$ cat src/rtl/vector_spad_bridge_pkg.sv
// Shared vector/scratchpad types and constants for the vector_spad_bridge slice.
package vector_pkg;

  localparam int unsigned VEC_ELEMS   = 32;
  localparam int unsigned VEC_ELEM_W  = 16;
  localparam int unsigned BEAT_ELEMS  = 8;
  localparam int unsigned NUM_BEATS   = VEC_ELEMS / BEAT_ELEMS;
  localparam int unsigned SPAD_ADDR_W = 12;
  localparam int unsigned ERR_W       = 5;

  // Bit positions inside resp_error
  localparam int unsigned ERR_MISALIGN = 0;
  localparam int unsigned ERR_RANGE    = 1;

  typedef enum logic [2:0] {
    ST_IDLE,
    ST_WRITE,
    ST_READ_REQ,
    ST_READ_WAIT,
    ST_RESP
  } bridge_state_t;

  typedef struct packed {
    logic                               wen;
    logic [SPAD_ADDR_W-1:0]             row;
    logic [SPAD_ADDR_W-1:0]             col;
    logic [BEAT_ELEMS*VEC_ELEM_W-1:0]   wdata;
    logic [BEAT_ELEMS-1:0]              wstrb;
  } spad_beat_t;

endpackage

$ cat src/rtl/vector_spad_bridge_if.sv
// Vector-unit request/response bundle and scratchpad bank port bundle.
interface vec_req_if #(
  parameter int unsigned NUM_ELEMENTS = 32,
  parameter int unsigned ELEM_W       = 16
);
  import vector_pkg::*;

  logic                             req_valid;
  logic                             req_ready;
  logic                             req_wen;
  logic [4:0]                       req_vd;
  logic [SPAD_ADDR_W-1:0]           req_row;
  logic [SPAD_ADDR_W-1:0]           req_col;
  logic                             req_swizzle;
  logic [NUM_ELEMENTS-1:0]          req_vmask;
  logic [NUM_ELEMENTS*ELEM_W-1:0]   req_vdata;
  logic                             resp_valid;
  logic                             resp_wen;
  logic [4:0]                       resp_vd;
  logic [NUM_ELEMENTS*ELEM_W-1:0]   resp_vdata;
  logic [ERR_W-1:0]                 resp_error;

  modport master (
    output req_valid, req_wen, req_vd, req_row, req_col, req_swizzle, req_vmask, req_vdata,
    input  req_ready, resp_valid, resp_wen, resp_vd, resp_vdata, resp_error
  );

  modport slave (
    input  req_valid, req_wen, req_vd, req_row, req_col, req_swizzle, req_vmask, req_vdata,
    output req_ready, resp_valid, resp_wen, resp_vd, resp_vdata, resp_error
  );
endinterface

interface spad_if #(
  parameter int unsigned BEAT_ELEMS = 8,
  parameter int unsigned ELEM_W     = 16
);
  import vector_pkg::*;

  logic                           sp_valid;
  logic                           sp_ready;
  logic                           sp_wen;
  logic [SPAD_ADDR_W-1:0]         sp_row;
  logic [SPAD_ADDR_W-1:0]         sp_col;
  logic [BEAT_ELEMS*ELEM_W-1:0]   sp_wdata;
  logic [BEAT_ELEMS-1:0]          sp_wstrb;
  logic                           sp_rvalid;
  logic [BEAT_ELEMS*ELEM_W-1:0]   sp_rdata;

  modport master (
    output sp_valid, sp_wen, sp_row, sp_col, sp_wdata, sp_wstrb,
    input  sp_ready, sp_rvalid, sp_rdata
  );

  modport slave (
    input  sp_valid, sp_wen, sp_row, sp_col, sp_wdata, sp_wstrb,
    output sp_ready, sp_rvalid, sp_rdata
  );
endinterface

$ cat src/rtl/vector_spad_bridge_addr_gen.sv
// Combinational beat address generator with alignment/range checks.
module vspad_addr_gen #(
  parameter int unsigned NUM_ELEMENTS = 32,
  parameter int unsigned BEAT_ELEMS   = 8,
  parameter int unsigned BW           = 2
) (
  input  logic [11:0]   row,
  input  logic [11:0]   col,
  input  logic          swizzle,
  input  logic [BW-1:0] beat,
  output logic [11:0]   sp_row,
  output logic [11:0]   sp_col,
  output logic          misaligned,
  output logic          out_of_range
);
  localparam int unsigned NUM_BEATS = NUM_ELEMENTS / BEAT_ELEMS;

  logic [11:0] col_rem;
  logic [12:0] row_end;
  logic [12:0] col_end;

  always_comb begin
    col_rem      = col % 12'(BEAT_ELEMS);
    row_end      = {1'b0, row} + 13'(NUM_BEATS);
    col_end      = {1'b0, col} + 13'(NUM_ELEMENTS);
    misaligned   = (col_rem != '0);
    out_of_range = swizzle ? (row_end > 13'd4096) : (col_end > 13'd4096);
    sp_row       = swizzle ? row + 12'(beat) : row;
    sp_col       = swizzle ? col : col + 12'(32'(beat) * BEAT_ELEMS);
  end
endmodule

$ cat src/rtl/vector_spad_bridge.sv
// Splits one vector load/store into scratchpad beats and returns a single completion.
module vector_spad_bridge #(
  parameter int unsigned NUM_ELEMENTS = 32,
  parameter int unsigned ELEM_W       = 16,
  parameter int unsigned BEAT_ELEMS   = 8
) (
  input  logic     CLK,
  input  logic     nRST,
  vec_req_if.slave vec,
  spad_if.master   sp
);
  localparam int unsigned NUM_BEATS = NUM_ELEMENTS / BEAT_ELEMS;
  localparam int unsigned BW        = (NUM_BEATS > 1) ? $clog2(NUM_BEATS) : 1;
  localparam int unsigned SW        = BW + 1;
  localparam int unsigned BEAT_W    = BEAT_ELEMS * ELEM_W;
  localparam int unsigned VEC_W     = NUM_ELEMENTS * ELEM_W;

  import vector_pkg::*;

  bridge_state_t state, state_n;

  logic [BW-1:0]           b_q;
  logic                    wen_q;
  logic                    swz_q;
  logic [4:0]              vd_q;
  logic [11:0]             row_q;
  logic [11:0]             col_q;
  logic [NUM_ELEMENTS-1:0] vmask_q;
  logic [VEC_W-1:0]        vdata_q;
  logic [VEC_W-1:0]        rdata_q;
  logic [ERR_W-1:0]        err_q;
  spad_beat_t              beat_q;

  logic                    accept;
  logic                    load_beat;
  logic                    capture;
  logic [NUM_ELEMENTS-1:0] srch_mask;
  logic [SW-1:0]           srch_from;
  logic                    found;
  logic [BW-1:0]           found_b;
  logic [11:0]             ag_row_in, ag_col_in, ag_row, ag_col;
  logic                    ag_swz, ag_mis, ag_oor;
  logic [ERR_W-1:0]        err_vec;
  logic [VEC_W-1:0]        data_src;
  logic [BEAT_ELEMS-1:0]   beat_mask;
  logic [BEAT_W-1:0]       rmasked;

  // In IDLE everything is taken straight from the request so the first beat is ready next cycle
  always_comb begin
    ag_row_in = (state == ST_IDLE) ? vec.req_row : row_q;
    ag_col_in = (state == ST_IDLE) ? vec.req_col : col_q;
    ag_swz    = (state == ST_IDLE) ? vec.req_swizzle : swz_q;
    data_src  = (state == ST_IDLE) ? vec.req_vdata : vdata_q;
  end

  vspad_addr_gen #(
    .NUM_ELEMENTS (NUM_ELEMENTS),
    .BEAT_ELEMS   (BEAT_ELEMS),
    .BW           (BW)
  ) u_addr_gen (
    .row          (ag_row_in),
    .col          (ag_col_in),
    .swizzle      (ag_swz),
    .beat         (found_b),
    .sp_row       (ag_row),
    .sp_col       (ag_col),
    .misaligned   (ag_mis),
    .out_of_range (ag_oor)
  );

  // Next issued beat: first index at or after srch_from with a non-empty mask slice
  always_comb begin
    found   = 1'b0;
    found_b = '0;
    for (int unsigned i = 0; i < NUM_BEATS; i++) begin
      if (!found && (i >= 32'(srch_from)) && (|srch_mask[i*BEAT_ELEMS +: BEAT_ELEMS])) begin
        found   = 1'b1;
        found_b = BW'(i);
      end
    end
  end

  always_comb begin
    err_vec               = '0;
    err_vec[ERR_MISALIGN] = ag_mis;
    err_vec[ERR_RANGE]    = ag_oor;
    beat_mask             = vmask_q[b_q*BEAT_ELEMS +: BEAT_ELEMS];
    rmasked               = '0;
    for (int unsigned e = 0; e < BEAT_ELEMS; e++) begin
      if (beat_mask[e]) rmasked[e*ELEM_W +: ELEM_W] = sp.sp_rdata[e*ELEM_W +: ELEM_W];
    end
  end

  always_ff @(posedge CLK) begin
    if (!nRST) state <= ST_IDLE;
    else       state <= state_n;
  end

  always_comb begin
    state_n   = state;
    accept    = 1'b0;
    load_beat = 1'b0;
    capture   = 1'b0;
    srch_mask = vmask_q;
    srch_from = {1'b0, b_q} + SW'(1);
    unique case (state)
      ST_IDLE: begin
        srch_mask = vec.req_vmask;
        srch_from = '0;
        if (vec.req_valid) begin
          accept = 1'b1;
          if (ag_mis || ag_oor || !found) begin
            state_n = ST_RESP;
          end else begin
            load_beat = 1'b1;
            state_n   = vec.req_wen ? ST_WRITE : ST_READ_REQ;
          end
        end
      end
      ST_WRITE: begin
        if (sp.sp_ready) begin
          if (found) load_beat = 1'b1;
          else       state_n   = ST_RESP;
        end
      end
      ST_READ_REQ: begin
        if (sp.sp_ready) state_n = ST_READ_WAIT;
      end
      ST_READ_WAIT: begin
        if (sp.sp_rvalid) begin
          capture = 1'b1;
          if (found) begin
            load_beat = 1'b1;
            state_n   = ST_READ_REQ;
          end else begin
            state_n = ST_RESP;
          end
        end
      end
      ST_RESP: state_n = ST_IDLE;
      default: state_n = ST_IDLE;
    endcase
  end

  always_ff @(posedge CLK) begin
    if (!nRST) begin
      b_q     <= '0;
      wen_q   <= 1'b0;
      swz_q   <= 1'b0;
      vd_q    <= '0;
      row_q   <= '0;
      col_q   <= '0;
      vmask_q <= '0;
      vdata_q <= '0;
      rdata_q <= '0;
      err_q   <= '0;
      beat_q  <= '0;
    end else begin
      if (accept) begin
        b_q     <= '0;
        wen_q   <= vec.req_wen;
        swz_q   <= vec.req_swizzle;
        vd_q    <= vec.req_vd;
        row_q   <= vec.req_row;
        col_q   <= vec.req_col;
        vmask_q <= vec.req_vmask;
        vdata_q <= vec.req_vdata;
        rdata_q <= '0;
        err_q   <= err_vec;
      end
      if (load_beat) begin
        b_q          <= found_b;
        beat_q.wen   <= accept ? vec.req_wen : wen_q;
        beat_q.row   <= ag_row;
        beat_q.col   <= ag_col;
        beat_q.wdata <= (accept ? vec.req_wen : wen_q) ? data_src[found_b*BEAT_W +: BEAT_W] : '0;
        beat_q.wstrb <= (accept ? vec.req_wen : wen_q) ? srch_mask[found_b*BEAT_ELEMS +: BEAT_ELEMS] : '0;
      end
      if (capture) rdata_q[b_q*BEAT_W +: BEAT_W] <= rmasked;
    end
  end

  assign vec.req_ready  = (state == ST_IDLE);
  assign vec.resp_valid = (state == ST_RESP);
  assign vec.resp_wen   = (state == ST_RESP) && wen_q;
  assign vec.resp_vd    = (state == ST_RESP) ? vd_q : '0;
  assign vec.resp_vdata = ((state == ST_RESP) && !wen_q) ? rdata_q : '0;
  assign vec.resp_error = (state == ST_RESP) ? err_q : '0;

  assign sp.sp_valid = (state == ST_WRITE) || (state == ST_READ_REQ);
  assign sp.sp_wen   = beat_q.wen;
  assign sp.sp_row   = beat_q.row;
  assign sp.sp_col   = beat_q.col;
  assign sp.sp_wdata = beat_q.wdata;
  assign sp.sp_wstrb = beat_q.wstrb;
endmodule

$ cat src/flat_wrapper.sv
// flat-port wrapper written by rule: the top's interface ports become plain ports
module vector_spad_bridge_flat import vector_pkg::*;
#(
  parameter int unsigned NUM_ELEMENTS = 32,
  parameter int unsigned ELEM_W       = 16,
  parameter int unsigned BEAT_ELEMS   = 8
)
  (CLK, nRST, vec_req_valid, vec_req_wen, vec_req_vd, vec_req_row, vec_req_col, vec_req_swizzle, vec_req_vmask, vec_req_vdata, vec_req_ready, vec_resp_valid, vec_resp_wen, vec_resp_vd, vec_resp_vdata, vec_resp_error, sp_sp_valid, sp_sp_wen, sp_sp_row, sp_sp_col, sp_sp_wdata, sp_sp_wstrb, sp_sp_ready, sp_sp_rvalid, sp_sp_rdata);
  vec_req_if #(.NUM_ELEMENTS(NUM_ELEMENTS), .ELEM_W(ELEM_W)) vec_i ();
  spad_if #(.BEAT_ELEMS(BEAT_ELEMS), .ELEM_W(ELEM_W)) sp_i ();
  input  logic CLK;
  input  logic nRST;
  input wire logic [$bits(vec_i.req_valid)-1:0] vec_req_valid;
  input wire logic [$bits(vec_i.req_wen)-1:0] vec_req_wen;
  input wire logic [$bits(vec_i.req_vd)-1:0] vec_req_vd;
  input wire logic [$bits(vec_i.req_row)-1:0] vec_req_row;
  input wire logic [$bits(vec_i.req_col)-1:0] vec_req_col;
  input wire logic [$bits(vec_i.req_swizzle)-1:0] vec_req_swizzle;
  input wire logic [$bits(vec_i.req_vmask)-1:0] vec_req_vmask;
  input wire logic [$bits(vec_i.req_vdata)-1:0] vec_req_vdata;
  output wire logic [$bits(vec_i.req_ready)-1:0] vec_req_ready;
  output wire logic [$bits(vec_i.resp_valid)-1:0] vec_resp_valid;
  output wire logic [$bits(vec_i.resp_wen)-1:0] vec_resp_wen;
  output wire logic [$bits(vec_i.resp_vd)-1:0] vec_resp_vd;
  output wire logic [$bits(vec_i.resp_vdata)-1:0] vec_resp_vdata;
  output wire logic [$bits(vec_i.resp_error)-1:0] vec_resp_error;
  output wire logic [$bits(sp_i.sp_valid)-1:0] sp_sp_valid;
  output wire logic [$bits(sp_i.sp_wen)-1:0] sp_sp_wen;
  output wire logic [$bits(sp_i.sp_row)-1:0] sp_sp_row;
  output wire logic [$bits(sp_i.sp_col)-1:0] sp_sp_col;
  output wire logic [$bits(sp_i.sp_wdata)-1:0] sp_sp_wdata;
  output wire logic [$bits(sp_i.sp_wstrb)-1:0] sp_sp_wstrb;
  input wire logic [$bits(sp_i.sp_ready)-1:0] sp_sp_ready;
  input wire logic [$bits(sp_i.sp_rvalid)-1:0] sp_sp_rvalid;
  input wire logic [$bits(sp_i.sp_rdata)-1:0] sp_sp_rdata;
  assign vec_i.req_valid = vec_req_valid;
  assign vec_i.req_wen = vec_req_wen;
  assign vec_i.req_vd = vec_req_vd;
  assign vec_i.req_row = vec_req_row;
  assign vec_i.req_col = vec_req_col;
  assign vec_i.req_swizzle = vec_req_swizzle;
  assign vec_i.req_vmask = vec_req_vmask;
  assign vec_i.req_vdata = vec_req_vdata;
  assign vec_req_ready = vec_i.req_ready;
  assign vec_resp_valid = vec_i.resp_valid;
  assign vec_resp_wen = vec_i.resp_wen;
  assign vec_resp_vd = vec_i.resp_vd;
  assign vec_resp_vdata = vec_i.resp_vdata;
  assign vec_resp_error = vec_i.resp_error;
  assign sp_sp_valid = sp_i.sp_valid;
  assign sp_sp_wen = sp_i.sp_wen;
  assign sp_sp_row = sp_i.sp_row;
  assign sp_sp_col = sp_i.sp_col;
  assign sp_sp_wdata = sp_i.sp_wdata;
  assign sp_sp_wstrb = sp_i.sp_wstrb;
  assign sp_i.sp_ready = sp_sp_ready;
  assign sp_i.sp_rvalid = sp_sp_rvalid;
  assign sp_i.sp_rdata = sp_sp_rdata;
  vector_spad_bridge #(.NUM_ELEMENTS(NUM_ELEMENTS), .ELEM_W(ELEM_W), .BEAT_ELEMS(BEAT_ELEMS)) u_core (.CLK(CLK), .nRST(nRST), .vec(vec_i), .sp(sp_i));
endmodule
$ cat config.mk
export PLATFORM = sky130hd
export DESIGN_NAME = vector_spad_bridge_flat
export DESIGN_NICKNAME = d
export VERILOG_FILES = /design/src/rtl/vector_spad_bridge_pkg.sv /design/src/rtl/vector_spad_bridge_if.sv /design/src/rtl/vector_spad_bridge_addr_gen.sv /design/src/rtl/vector_spad_bridge.sv /design/src/flat_wrapper.sv
export SDC_FILE = /design/constraint.sdc
export NUM_CORES = 2
export LEC_CHECK = 0
export BUFFER_PORTS_ARGS = -buffer_cell sky130_fd_sc_hd__buf_2
export CORE_AREA = 2 2 548 550
export DETAILED_ROUTE_END_ITERATION = 8
export DIE_AREA = 0 0 550 552
export HOLD_SLACK_MARGIN = 0.03
export PLACE_DENSITY = 0.42
export SLEW_MARGIN = 25
export SYNTH_ARGS = -nofsm -noshare
export SYNTH_HDL_FRONTEND = slang
export SYNTH_SLANG_ARGS = --single-unit
export TNS_END_PERCENT = 30
$ cat constraint.sdc
create_clock -name CLK -period 4 [get_ports CLK]
set_clock_uncertainty 0.05 [all_clocks]
set_input_delay 1 -clock CLK [delete_from_list [all_inputs] [get_ports CLK]]
set_output_delay 1 -clock CLK [all_outputs]
set_load 0.01 [all_outputs]
# After elaboration in Yosys (flattened, before gate mapping)
# Cells that the tools add are included.
# word_totals
input_bits	708
mem_count	0
ramBits	0
latch_bits	0
romBits	0
register_bits	1255
# op_classes
div_mod_pow	0
multipliers	0
n_lt_le_gt_ge	6
n_mux	55
n_bitwise	0
n_shift	5
n_eq_ne	9
reduce_logical	25
addsub	6
# ops
op	n
$mux 512	5
$bwmux 512	1
$shift 128x34->512 const A	1
$shiftx 128x34->512	1
$shiftx 512x10->128	1
$mux 128	1
$mux 16	8
$shiftx 32x6->8	2
$mux 12	4
$neg 9->34	1
$mux 32	1
$reduce_or 8->1	4
$gt 13x13->1 const B	2
$mux 3	8
$mux 1	17
$add 12x3->13 const B	1
$add 12x6->13 const B	1
$add 12x2->12	1
$add 12x5->12	1
$mux 2	6
$pmux 3 s4	1
$reduce_bool 12->1	1
$ne 2x2->1 const B	5
$logic_and 1x1->1	9
14 further kinds	23

# Longest topological paths before layout
# logic_depth
word_depth	23
mapped_depth	18

# Hierarchy
# A second synthesis with hierarchy kept.
# hier_totals
hier_cells	6478
area_unflattened_um2	55241.7
# by_module_without_submodules
mod	instances	cells_per_inst	area_per_inst_um2	seq_area_each_um2
vector_spad_bridge	1	6404	54688.7	25124.1
vspad_addr_gen	1	74	553.0	0.0

# Least setup slack after synthesis
# No wires, ideal clock.
# synth_path
kind	register to register
start	register u_core.b_q[1]
end	register u_core.beat_q (netlist bit u_core.sp.sp_row[11])
path_slack_ns	0.180
path_stages_with_launch	17
synth_period_minus_slack_ns	3.820
n_path_buf	2
setup_time_ns	0.069
arrival_time_ns	3.701
path_cell_list	dfxtp_1 -> clkbuf_1 -> inv_1 -> ha_1 -> nor2b_1 -> a2111oi_1 -> a21oi_1 -> clkbuf_1 -> a211oi_1 -> ha_1 -> a21oi_1 -> inv_1 -> and3_1 -> nand2_1 -> xor2_1 -> nand4_1 -> o21ai_1
# synth_between
elab_chain_len	22
word_cells_on_any_way	33
cone_classes	add/sub (2); order compare (4); mux (15); reduce/logical (12)
# synth_rtl
element	line_no	rtl
start, declared	vector_spad_bridge.sv:22	logic [BW-1:0] b_q;
start signal, assigned	vector_spad_bridge.sv:172	b_q <= found_b;
$add 2x1->3 (*)	vector_spad_bridge.sv:105	srch_from = {1'b0, b_q} + SW'(1);
$mux 3 (*)	vector_spad_bridge.sv:106	unique case (state)
parallel branches: the longest is 20 deep, another holds $ge 1x3->1	n/a	
end, declared	vector_spad_bridge.sv:32	spad_beat_t beat_q;
# Mark *: on every way between the ends.
# A chain may end at the register's enable or synchronous reset.

# Final worst setup path
# layout_path
start	register u_core.state[2]
end	output port vec_resp_vdata[488]
# layout_between
elab_chain_len	3
# layout_rtl
element	line_no	rtl
start, declared	vector_spad_bridge.sv:20	bridge_state_t state, state_n;
start signal, assigned	vector_spad_bridge.sv:96	else state <= state_n;
$eq 3x3->1	vector_spad_bridge.sv:187	assign vec.resp_vdata = ((state == ST_RESP) && !wen_q) ? rdata_q : '0;
$logic_and 1x1->1	vector_spad_bridge.sv:187	
$mux 512	vector_spad_bridge.sv:187	
end, declared	flat_wrapper.sv:25	output wire logic [$bits(vec_i.resp_vdata)-1:0] vec_resp_vdata;
# Every way passes these cells.

==> results.ini <==
[status]
status = finished, final reports clean

[die]
io_pins = 1395
die_h_um = 552
die_area_sq_mm = 0.304
core-area_sq_mm = 0.298
initial_core_util = 0.189
rows = 201
die_w_um = 550

[worst_setup_path]
reg2regPathDepth = 17
path_class = register to primary output
end_kind = primary output
slowest_stage = and2_1
crit_fanout = 10
reg2reg_slack_ns = 0.29
r2r-end = u_core.sp.sp_col[9]
path_cells = buf_6 > nor3b_4 > nor2b_4 > buf_12 > clkbuf_16 > buf_4 > and2_1 > buf_2
rr_startpoint = u_core.b_q[0]
cpPeakStageDelay_ns = 0.41
crit_path_start_kind = register
required_ns = 2.95
worstPathArrival_ns = 2.81

[cts]
cts.sink_count = 1255
hold_buffers = 0
ctsLongestPathBuffers = 4
clk_latency_ns = 0.83
htree_levels = 4
clk_pin_slew_ns = 0.06
cts_buffers = 162
cts-root-buf = clkbuf_16
cts_tree = done

[route]
vias = 56900
ant_nets = 0
viasPerCell = 4.67
firstDrtPassIters = 6
finalWirelength_um = 304000
wl_per_cell_um = 24.9
drc = 0
drt_first_iter_violations = 4807

[synthesis]
synthAdderAreaFrac = 0.00293
ys_warn_count = 0
synth-edff-count = 0
synth_seq_cells = 1255
synth_compound_area_frac = 0.203
avgSynthCellArea_sq_um = 8.16
synth_top_family_by_area = simple AND/OR/NAND/NOR gates
synthSimpleGateAreaFrac = 0.216
yosysSeqAreaShare = 0.445
synth_ff_type = dfxtp_1
synth.mux.area_fraction = 0.0802
yosys.area_share.xor_xnor = 0.00264
syn_area_sq_mm = 0.0564
postSynthCellCount = 6912
ys_async_sr_fraction = 0
ys_types = 66

[sta]
maxSlewViolCount = 0
finalSetupViolCount = 0
finalHoldViolations = 0
post-route-period-util = 0.966
fin_crit_ns = 3.86
fmax_ghz = 0.259
maxSlewHeadroom = 0.280
tightest_slew_ns = 1.08

[pwr]
p_int_mw = 25.1
max-vdd-ir-drop_uv = 317
p_per_area_mw_per_mm2 = 523
combPwrFrac = 0.268
power_frac_seq = 0.355
netSwitchingFraction = 0.351
p_leak_nw = 32.0
power.share.clock = 0.377
netSwitchingPower_mw = 13.6

[global_routing]
grtUsageTotal = 0.189
grt_pass1_wl_um = 418000
grt_overflow = 0
antenna_found_initial = 211
grt_pass1_vias = 53400
grt_max_degree = 153

[hold_path]
hp-start = vec_req_vdata[324]
hold_class = primary input to register
min_to = u_core.vdata_q[324]
holdPathStages = 3

[layout]
seqCellArea_sq_mm = 0.0251
num-fill-cells = 32800
stdcell_count = 12200
drive_gt1_frac = 0.233
multi_input_comb_area_sq_mm = 0.0287
nets = 8750
final_util = 0.248
areaGrowthSynthToFinish_pct = 30.9

[placement]
numPortBuffers = 1391
dp_hpwl_um = 222000
gp_congestion = 0.883
dp.cells = 11800

[flow_run]
cap_viol_max_count = 0

==> layout make-up <==
class | instances | share of cell area
Multi-Input combinational cell | 4988 | 0.388
Sequential cell | 1255 | 0.340
Timing Repair Buffer | 1616 | 0.131
Tap cell | 3958 | 0.0671
Clock buffer | 241 | 0.0647
Clock inverter | 36 | 0.00524
Antenna cell | 85 | 0.00288
Inverter | 7 | 0.000678
==> synthesized netlist by cell type, drive strengths merged, types with 8 or more instances <==
library cell     n  area [sq um]
mux4             8           180
clkbuf         557          2090
and2           555          3470
nor2           936          3520
a22o           136          1190
dfxtp         1255         25100
nand2         1221          4580
mux2i          427          4270
nor2b            8          50.1
xor2            12           105
nor4            19           119
buf            107           663
o311ai         137          1200
o221ai         136          1190
a21oi          594          2990
nand4           27           169
a22oi          512          3840
ha              10           125
nand3           11          55.1
o21ai          167           836
==> placed cells by master, fill, tap and decap left out, drive strengths merged, types with 85 or more instances in the layout <==
master  Yosys  final
a22oi     512    512
nand2    1221   1221
a21oi     594    594
diode       0     85
o221ai    136    136
and2      555    555
o21ai     167    167
clkbuf    557    244
o311ai    137    137
mux2i     427    427
buf       107   1611
dfxtp    1255   1255
nor2      936    936
a22o      136    136
==> through the flow <==
step | hold slack [ns] | setup WS [ns] | power [mW] | TNS, ns | area, sq um
after floorplan | 0.382 | 0.180 | 19.8 | 0 | 56400
after global placement | 0.391 | -0.0340 | 24.2 | -0.0340 | 68200
after detailed placement | 0.389 | 0.103 | 24.3 | 0 | 68200
after CTS | 0.265 | -0.00163 | 39.1 | -0.00278 | 73500
after global routing | 0.309 | -0.0114 | 40.4 | -0.0452 | 73700
final | 0.359 | 0.138 | 38.6 | 0 | 73800
==> state kept, by name, summed over array words and instances (netlist names) <==
register,cells
u_core.row_q,12
u_core.vd_q,5
u_core.b_q,2
u_core.sp.sp_wdata,128
u_core.sp.sp_row,12
u_core.col_q,12
u_core.state,3
u_core.sp.sp_wen,1
u_core.vmask_q,32
u_core.err_q,2
u_core.vdata_q,512
u_core.sp.sp_col,12
u_core.swz_q,1
u_core.sp.sp_wstrb,8
u_core.rdata_q,512
u_core.wen_q,1
==> repair_timing <==
| action | 4_1_cts | 5_1_grt |
|---|---|---|
| endpoints found under the setup margin | 266 | 118 |
| resized for setup | 9 | 7 |
| hold endpoints to repair | 0 | 0 |
| cloned | 2 | 3 |
| setup buffers | 5 | 2 |
==> routing by layer <==
metal / track usage / vias up / share of wire
li1: - / 26300 / -
met1: 0.226 / 27600 / 0.40
met2: 0.313 / 2281 / 0.47
met3: 0.0626 / 611 / 0.090
met4: 0.0658 / 174 / 0.036
met5: 0 / - / 0.0038
==> critical path, delay by kind of cell (launching register included) <==
family / cells / cell delay [ns]
simple gates: 3 / 0.86
buf+inv: 5 / 0.78
flops: 1 / 0.34
==> cells by family (layout without fill, tap and decap cells) <==
kind of cell | Yosys count | count (layout)
AOI/OAI and AO/OA | 1707 | 1707
and+or+nand+nor | 2808 | 2808
DFF | 1255 | 1255
adders and majority gates | 12 | 12
other | 1 | 88
xor gates and xnor gates | 17 | 17
muxes | 441 | 441
buffers and inverters | 671 | 1900
==> power by group through the flow <==
stage	Clock, mW	Combinational, mW	Sequential (mW)
global route	15.4	11.2	13.8
finish	14.5	10.4	13.7
CTS	15.0	10.4	13.7
global placement	0	10.3	13.9
detailed placement	0	10.3	14.0
floorplan	0	5.95	13.9
==> worst max path at each step <==
stage	end	depth (start not counted)	start
2_1_floorplan	u_core.sp.sp_row[11]	16	u_core.b_q[1]
3_3_place_gp	u_core.sp.sp_row[10]	15	vec_req_vmask[16]
3_5_place_dp	u_core.sp.sp_wdata[5]	11	vec_req_vmask[31]
4_1_cts	vec_resp_vdata[84]	8	u_core.state[2]
5_1_grt	vec_resp_vdata[29]	9	u_core.state[2]
6_report	vec_resp_vdata[488]	8	u_core.state[2]
No activity file was read; power rests on OpenSTA's default activity.
